File: src/rtl/step_down_timer_pkg.sv
// Shared types for the step-down timer.
// There are two states. IDLE holds Count. RUN applies a decrement on each enabled tick.
package step_down_timer_pkg;
  typedef enum logic {
    IDLE = 1'b0,
    RUN  = 1'b1
  } state_t;
endpackage

File: src/rtl/step_down_timer_if.sv
// Control/status bundle for step_down_timer.
// Status outputs are registered and reflect control inputs one edge later; there is no backpressure.
interface step_down_timer_if #(
  parameter int WIDTH  = 8,
  parameter int STEP_W = 4
);
  logic              Load;
  logic [WIDTH-1:0]  LoadVal;
  logic              Start;
  logic              Stop;
  logic              En;
  logic [STEP_W-1:0] Step;
  logic              Periodic;
  logic [WIDTH-1:0]  CmpVal;
  logic [WIDTH-1:0]  Count;
  logic              Busy;
  logic              Match;
  logic              Done;

  modport master (
    output Load, LoadVal, Start, Stop, En, Step, Periodic, CmpVal,
    input  Count, Busy, Match, Done
  );

  modport slave (
    input  Load, LoadVal, Start, Stop, En, Step, Periodic, CmpVal,
    output Count, Busy, Match, Done
  );
endinterface

File: src/rtl/step_down_timer_sat_step_sub.sv
// Unsigned subtractor with a terminal flag. The flag is set when a nonzero step reaches or passes zero.
// The block is purely combinational, with zero latency and no backpressure.
module sat_step_sub #(
  parameter int WIDTH = 8
) (
  input  logic [WIDTH-1:0] a,
  input  logic [WIDTH-1:0] b,
  output logic [WIDTH-1:0] diff,
  output logic             term
);
  assign diff = a - b;
  assign term = (a <= b) && (b != '0);
endmodule

File: src/rtl/step_down_timer.sv
// Programmable down-counter with saturating step, optional auto-reload, compare match and terminal pulse.
// Every input takes effect at the next rising Clk edge; the block never stalls its driver.
module step_down_timer
  import step_down_timer_pkg::*;
#(
  parameter int WIDTH  = 8,
  parameter int STEP_W = 4
) (
  input  logic             Clk,
  input  logic             Reset,
  step_down_timer_if.slave bus
);
  state_t           state, state_n;
  logic [WIDTH-1:0] count, count_n;
  logic [WIDTH-1:0] reload, reload_n;
  logic [WIDTH-1:0] step_ext, diff;
  logic             term, done, done_n, match;

  assign step_ext = WIDTH'(bus.Step);

  sat_step_sub #(.WIDTH(WIDTH)) u_sub (
    .a    (count),
    .b    (step_ext),
    .diff (diff),
    .term (term)
  );

  always_ff @(posedge Clk or posedge Reset) begin
    if (Reset) begin
      state  <= IDLE;
      count  <= '0;
      reload <= '0;
      done   <= 1'b0;
      match  <= 1'b0;
    end else begin
      state  <= state_n;
      count  <= count_n;
      reload <= reload_n;
      done   <= done_n;
      match  <= (count_n == bus.CmpVal);
    end
  end

  always_comb begin
    state_n  = state;
    count_n  = count;
    reload_n = reload;
    done_n   = 1'b0;
    if (bus.Load) begin
      count_n  = bus.LoadVal;
      reload_n = bus.LoadVal;
      state_n  = IDLE;
    end else if (state == RUN) begin
      if (bus.Stop) begin
        state_n = IDLE;
      end else if (bus.En) begin
        // A zero step yields diff == count, so that case holds Count without a separate branch.
        if (term) begin
          done_n = 1'b1;
          if (bus.Periodic) begin
            count_n = reload;
          end else begin
            count_n = '0;
            state_n = IDLE;
          end
        end else begin
          count_n = diff;
        end
      end
    end else if (bus.Start && !bus.Stop) begin
      if (count != '0) state_n = RUN;
      else             done_n  = 1'b1;
    end
  end

  assign bus.Count = count;
  assign bus.Busy  = (state == RUN);
  assign bus.Match = match;
  assign bus.Done  = done;
endmodule
File: src/flat_wrapper.sv
// flat-port wrapper written by rule: the top's interface ports become plain ports
module step_down_timer_flat import step_down_timer_pkg::*;
#(
  parameter int WIDTH  = 8,
  parameter int STEP_W = 4
)
  (Clk, Reset, bus_Load, bus_LoadVal, bus_Start, bus_Stop, bus_En, bus_Step, bus_Periodic, bus_CmpVal, bus_Count, bus_Busy, bus_Match, bus_Done);
  step_down_timer_if #(.WIDTH(WIDTH), .STEP_W(STEP_W)) bus_i ();
  input  logic Clk;
  input  logic Reset;
  input wire logic [$bits(bus_i.Load)-1:0] bus_Load;
  input wire logic [$bits(bus_i.LoadVal)-1:0] bus_LoadVal;
  input wire logic [$bits(bus_i.Start)-1:0] bus_Start;
  input wire logic [$bits(bus_i.Stop)-1:0] bus_Stop;
  input wire logic [$bits(bus_i.En)-1:0] bus_En;
  input wire logic [$bits(bus_i.Step)-1:0] bus_Step;
  input wire logic [$bits(bus_i.Periodic)-1:0] bus_Periodic;
  input wire logic [$bits(bus_i.CmpVal)-1:0] bus_CmpVal;
  output wire logic [$bits(bus_i.Count)-1:0] bus_Count;
  output wire logic [$bits(bus_i.Busy)-1:0] bus_Busy;
  output wire logic [$bits(bus_i.Match)-1:0] bus_Match;
  output wire logic [$bits(bus_i.Done)-1:0] bus_Done;
  assign bus_i.Load = bus_Load;
  assign bus_i.LoadVal = bus_LoadVal;
  assign bus_i.Start = bus_Start;
  assign bus_i.Stop = bus_Stop;
  assign bus_i.En = bus_En;
  assign bus_i.Step = bus_Step;
  assign bus_i.Periodic = bus_Periodic;
  assign bus_i.CmpVal = bus_CmpVal;
  assign bus_Count = bus_i.Count;
  assign bus_Busy = bus_i.Busy;
  assign bus_Match = bus_i.Match;
  assign bus_Done = bus_i.Done;
  step_down_timer #(.WIDTH(WIDTH), .STEP_W(STEP_W)) u_core (.Clk(Clk), .Reset(Reset), .bus(bus_i));
endmodule
File: config.mk
export PLATFORM = sky130hd
export DESIGN_NAME = step_down_timer_flat
export DESIGN_NICKNAME = d
export VERILOG_FILES = /design/src/rtl/step_down_timer_pkg.sv /design/src/rtl/step_down_timer_if.sv /design/src/rtl/step_down_timer_sat_step_sub.sv /design/src/rtl/step_down_timer.sv /design/src/flat_wrapper.sv
export SDC_FILE = /design/constraint.sdc
export NUM_CORES = 1
export LEC_CHECK = 0
export CAP_MARGIN = 10
export CELL_PAD_IN_SITES_DETAIL_PLACEMENT = 0
export CELL_PAD_IN_SITES_GLOBAL_PLACEMENT = 1
export CORE_MARGIN = 5
export CORE_UTILIZATION = 38
export CTS_CLUSTER_DIAMETER = 150
export DETAILED_ROUTE_END_ITERATION = 12
export PLACE_DENSITY_LB_ADDON = 0.3
export SYNTH_ARGS = -nofsm -noshare
export SYNTH_HDL_FRONTEND = slang
export SYNTH_HIERARCHICAL = 1
export SYNTH_SLANG_ARGS = --single-unit
File: constraint.sdc
create_clock -name Clk -period 3.28 [get_ports Clk]
set_input_delay 0.492 -clock Clk [delete_from_list [all_inputs] [get_ports Clk]]
set_output_delay 0.492 -clock Clk [all_outputs]
set_load 0.005 [all_outputs]
==> summary by stage <==
Timing
Summed over all failing endpoints, the final setup total negative slack is 0 ns. The worst clock skew is 0.00108 ns. Setup repair after global routing left no endpoint under its margin. Headroom to the max-slew limit came out at 47.5%. The final hold violation count came to 0. The slew at the pin closest to its max-slew limit is 0.787 ns. The final-report max-slew violation count is 0. Across all hold checks on the routed design, the worst slack comes to 0.531 ns. The top achievable clock speed is 331 MHz.

Setup violations remaining at the end of the flow were counted as 0. The final critical path takes up 92.0% of the cycle. The final critical-path required period is 3.02 ns.

Worst setup path
The setup slack of the worst register-to-register path is 0.26 ns. For the worst setup path, the data required time is 3.45 ns. Measured in cells, the most critical reg-to-reg path has a length of 14.

The maximum fanout encountered on the critical timing path is 5. The worst register-to-register path ends at u_core/bus.Match$_DFF_PP0_. The endpoint kind of the worst setup timing path is a flip-flop.

STA classifies the critical path startpoint as a flip-flop. In this run the worst setup path terminates at u_core/bus.Match$_DFF_PP0_. The launch point of the critical path is u_core/bus.Count[0]$_DFF_PP0_. The path type of the worst setup path is flip-flop to flip-flop. STA puts the critical path data arrival time at 3.19 ns. The worst reg2reg path startpoint is u_core/bus.Count[0]$_DFF_PP0_.

Floorplan
The die is 81.3 um tall. After floorplanning, the core was divided into 26 placement rows. In this run the standard cell core region covers 5010 um2.

The die covers 6620 um2. The effective utilization at floorplan is 38.6%. The chip width is 81.3 um. The count of boundary I/O pins is 38.

Logic synthesis
The synthesized design contains 19 register bits. The area of the mapped netlist is 1930 um2. Of all cell types, the one taking the most synthesized area is dfrtp_1. The count of cell types in the netlist is 61. The most numerous cell in the Yosys netlist is inv_1. The number of enable-type register cells in the synthesized netlist is 0. The count of yosys warnings during synthesis is 6. The primary flip-flop cell chosen by synthesis mapping is dfrtp_1. The proportion of synthesized flip-flops having asynchronous set or reset is 100%. After synthesis, the cell types taking the most area are dfrtp_1 (25%), inv_1 (6.8%), o21ai_0 (5.7%). The top-area cell type share of the netlist area is 24.6%. Synthesis produced a netlist whose cell count is 251. Averaged over all synthesized cells, the footprint is 7.71 um2.

The sequential fraction of the synthesis area is 24.6%. After synthesis, the most frequently instantiated cells are inv_1 (35), o21ai_0 (22), dfrtp_1 (19), a21oi_1 (18), nand2_1 (14).

Routing
For this block, the initial DRC count from the detailed router was 188. Dividing the detail-routed via count by the number of cells gives 5.51. In this run the remaining antenna-violating nets after routing total 0. The final routed wire length divided by cell count is 16.3 um. For this run, design rule violations remaining after detail routing come to 0. The number of detailed-routing iterations run before antenna repair is 5. The routed design has 6370 um of wire. The detailed-route via count is 2,153.

Clock tree
The number of hold buffers added after cts is 0. The clock tree from TritonCTS is built. The clock reaches the later pin of the worst-skew pair after 0.25 ns. The maximum number of buffers from clock root to sink is 2.

The clock-pin slew on the worst setup and hold paths is 0.08 ns. Counting the buffers created by CTS gives 3. The H-tree depth reported by CTS is 1. The root cell of the clock tree is clkbuf_8.

CTS saw 19 sinks.

Placement
The number of I/O port buffers is 37. The HPWL after detailed placement is 4890 um. The instance count after placement with tap cells included is 384. At the end of routability-driven placement, the weighted congestion stood at 0.907.

Final layout
The non-filler instance count after layout is 391. The share of cells above drive strength 1 is 17.1%. The number of inserted filler cells in the final layout is 504.

The final net count is 358. The register area is 475 um2. Relative to the synthesized area, the layout overhead comes to 40.8%.

The antenna cell count is 0. Summing all multi-input logic gate instances after layout gives 1350 um2.

Pwr
In this run the power density over the cells is 336 nW/um2. The analysis attributes to cell leakage a power of 1.21 nW. The peak supply drop is 187 uV.

Global routing
The via count of the first global-routing pass is 2,122. The number of antenna violations at the first check in global routing came to 0. The first global-routing pass estimated 10,100 um of wire. Entering global routing, the biggest net connects 20 pins. The overall track demand over capacity in global routing is 19.7%. The residual overflow from global routing is 0.

Outcome
The flow ran to the end, and the final reports show no timing, DRC or antenna violations.

Hold path
In this run the worst hold path is classified as flip-flop to flip-flop.

Run
The max-cap violation count is 0.
-- timing repair --
item | 4_1_cts | 5_1_grt
setup endpoints to repair | 1 | 1
cloned | 0 | 1
pin swaps | 0 | 11
gates resized for setup | 1 | 16
buffers inserted | 0 | 2
-- metrics by stage --
stage / utilization, % / setup WS (ns) / instance area, um2 / power, mW
after floorplan: - / 0.502 / 1960 / 0.519
after global placement: 51.6 / -0.200 / 2580 / 0.708
after detailed placement: 51.6 / -0.262 / 2580 / 0.708
after CTS: 52.6 / 0.0448 / 2640 / 0.882
after global routing: 54.4 / 0.0566 / 2720 / 0.972
final: 54.4 / 0.261 / 2720 / 0.914
-- logic make-up after synthesis --
logic type / after synthesis / synth area share [%]
simple gates: 90 / 28.5
mux: 1 / 0.517
other cells: 1 / 0.194
flops: 19 / 24.6
buf+inv: 46 / 9.83
fa+ha+maj: 9 / 6.21
compound gates: 73 / 24.7
xor+xnor: 12 / 5.43
-- placed cells by master (no fill, tap or decap), types with 3 or more instances in the layout --
| cell type | Yosys | routed |
|---|---|---|
| a211oi_1 | 4 | 4 |
| a21oi_1 | 18 | 18 |
| a221oi_1 | 3 | 3 |
| buf_4 | 2 | 30 |
| clkbuf_8 | 0 | 3 |
| clkdlybuf4s50_1 | 0 | 33 |
| conb_1 | 1 | 8 |
| dfrtp_1 | 19 | 19 |
| dlymetal6s2s_1 | 0 | 4 |
| ha_1 | 8 | 6 |
| inv_1 | 35 | 35 |
| nand2_1 | 14 | 14 |
| nand2b_1 | 9 | 8 |
| nand3_1 | 10 | 7 |
| nand3_2 | 1 | 4 |
| nand3b_1 | 4 | 4 |
| nand4_1 | 4 | 4 |
| nand4b_1 | 4 | 4 |
| nor2_1 | 10 | 10 |
| nor2b_1 | 3 | 3 |
| nor3_1 | 3 | 3 |
| nor3b_1 | 4 | 4 |
| nor4_1 | 8 | 7 |
| o211ai_1 | 3 | 3 |
| o21ai_0 | 22 | 22 |
| xnor2_1 | 3 | 3 |
| xor2_1 | 9 | 9 |
-- per-layer routing --
layer	global-route usage [%]	share of wire (%)	up-vias
met5	0	0	-
met4	8.11	3.5	0
met3	3.22	5.9	23
met2	32.0	46	72
met1	25.8	45	1011
li1	-	-	1047
-- how the worst min path moves through the flow --
| stage | start | depth (start not counted) | to |
|---|---|---|---|
| global route | u_core/reload[6]$_DFFE_PP0P_ | 2 | u_core/reload[6]$_DFFE_PP0P_ |
| detailed placement | u_core/reload[3]$_DFFE_PP0P_ | 2 | u_core/reload[3]$_DFFE_PP0P_ |
| finish | u_core/reload[3]$_DFFE_PP0P_ | 2 | u_core/reload[3]$_DFFE_PP0P_ |
| CTS | u_core/reload[1]$_DFFE_PP0P_ | 2 | u_core/reload[1]$_DFFE_PP0P_ |
| floorplan | Reset | 1 | u_core/bus.Busy$_DFF_PP0_ |
| global placement | u_core/reload[1]$_DFFE_PP0P_ | 2 | u_core/reload[1]$_DFFE_PP0P_ |
-- where the power goes --
| group | internal (mW) | switching [mW] | leakage [nW] |
|---|---|---|---|
| Sequential | 0.253 | 0.0200 | 0.236 |
| Clock | 0.0845 | 0.0849 | 0.0255 |
| Combinational | 0.232 | 0.239 | 0.952 |
| Total | 0.570 | 0.344 | 1.21 |
-- state kept, by name (all words and copies together), names as in the netlist --
signal and count:
u_core/bus.Busy 1, u_core/bus.Done 1, u_core/reload 8, u_core/bus.Match 1
u_core/bus.Count 8
-- final cells by class --
cell class	count	area share, %
multi-input cells	193	49.6
repair buffers	70	23.2
flip-flops and latches	19	17.5
inverters	35	4.82
well taps	70	3.22
clock buffers	3	1.52
clock inverters	1	0.184
-- worst max-delay path, cell delays in order, from the launching register on --
cell	delay, ns
dfrtp_1	0.35
inv_1	0.06
ha_2	0.18
fa_2	0.38
and2b_4	0.25
o211ai_1	0.08
o211ai_1	0.12
a22oi_2	0.12
buf_4	0.16
buf_2	0.15
nand2b_1	0.18
nand4b_1	0.14
o311ai_1	0.11
o41a_1	0.43
nor4_2	0.21
(Power assumes the default switching activity.)
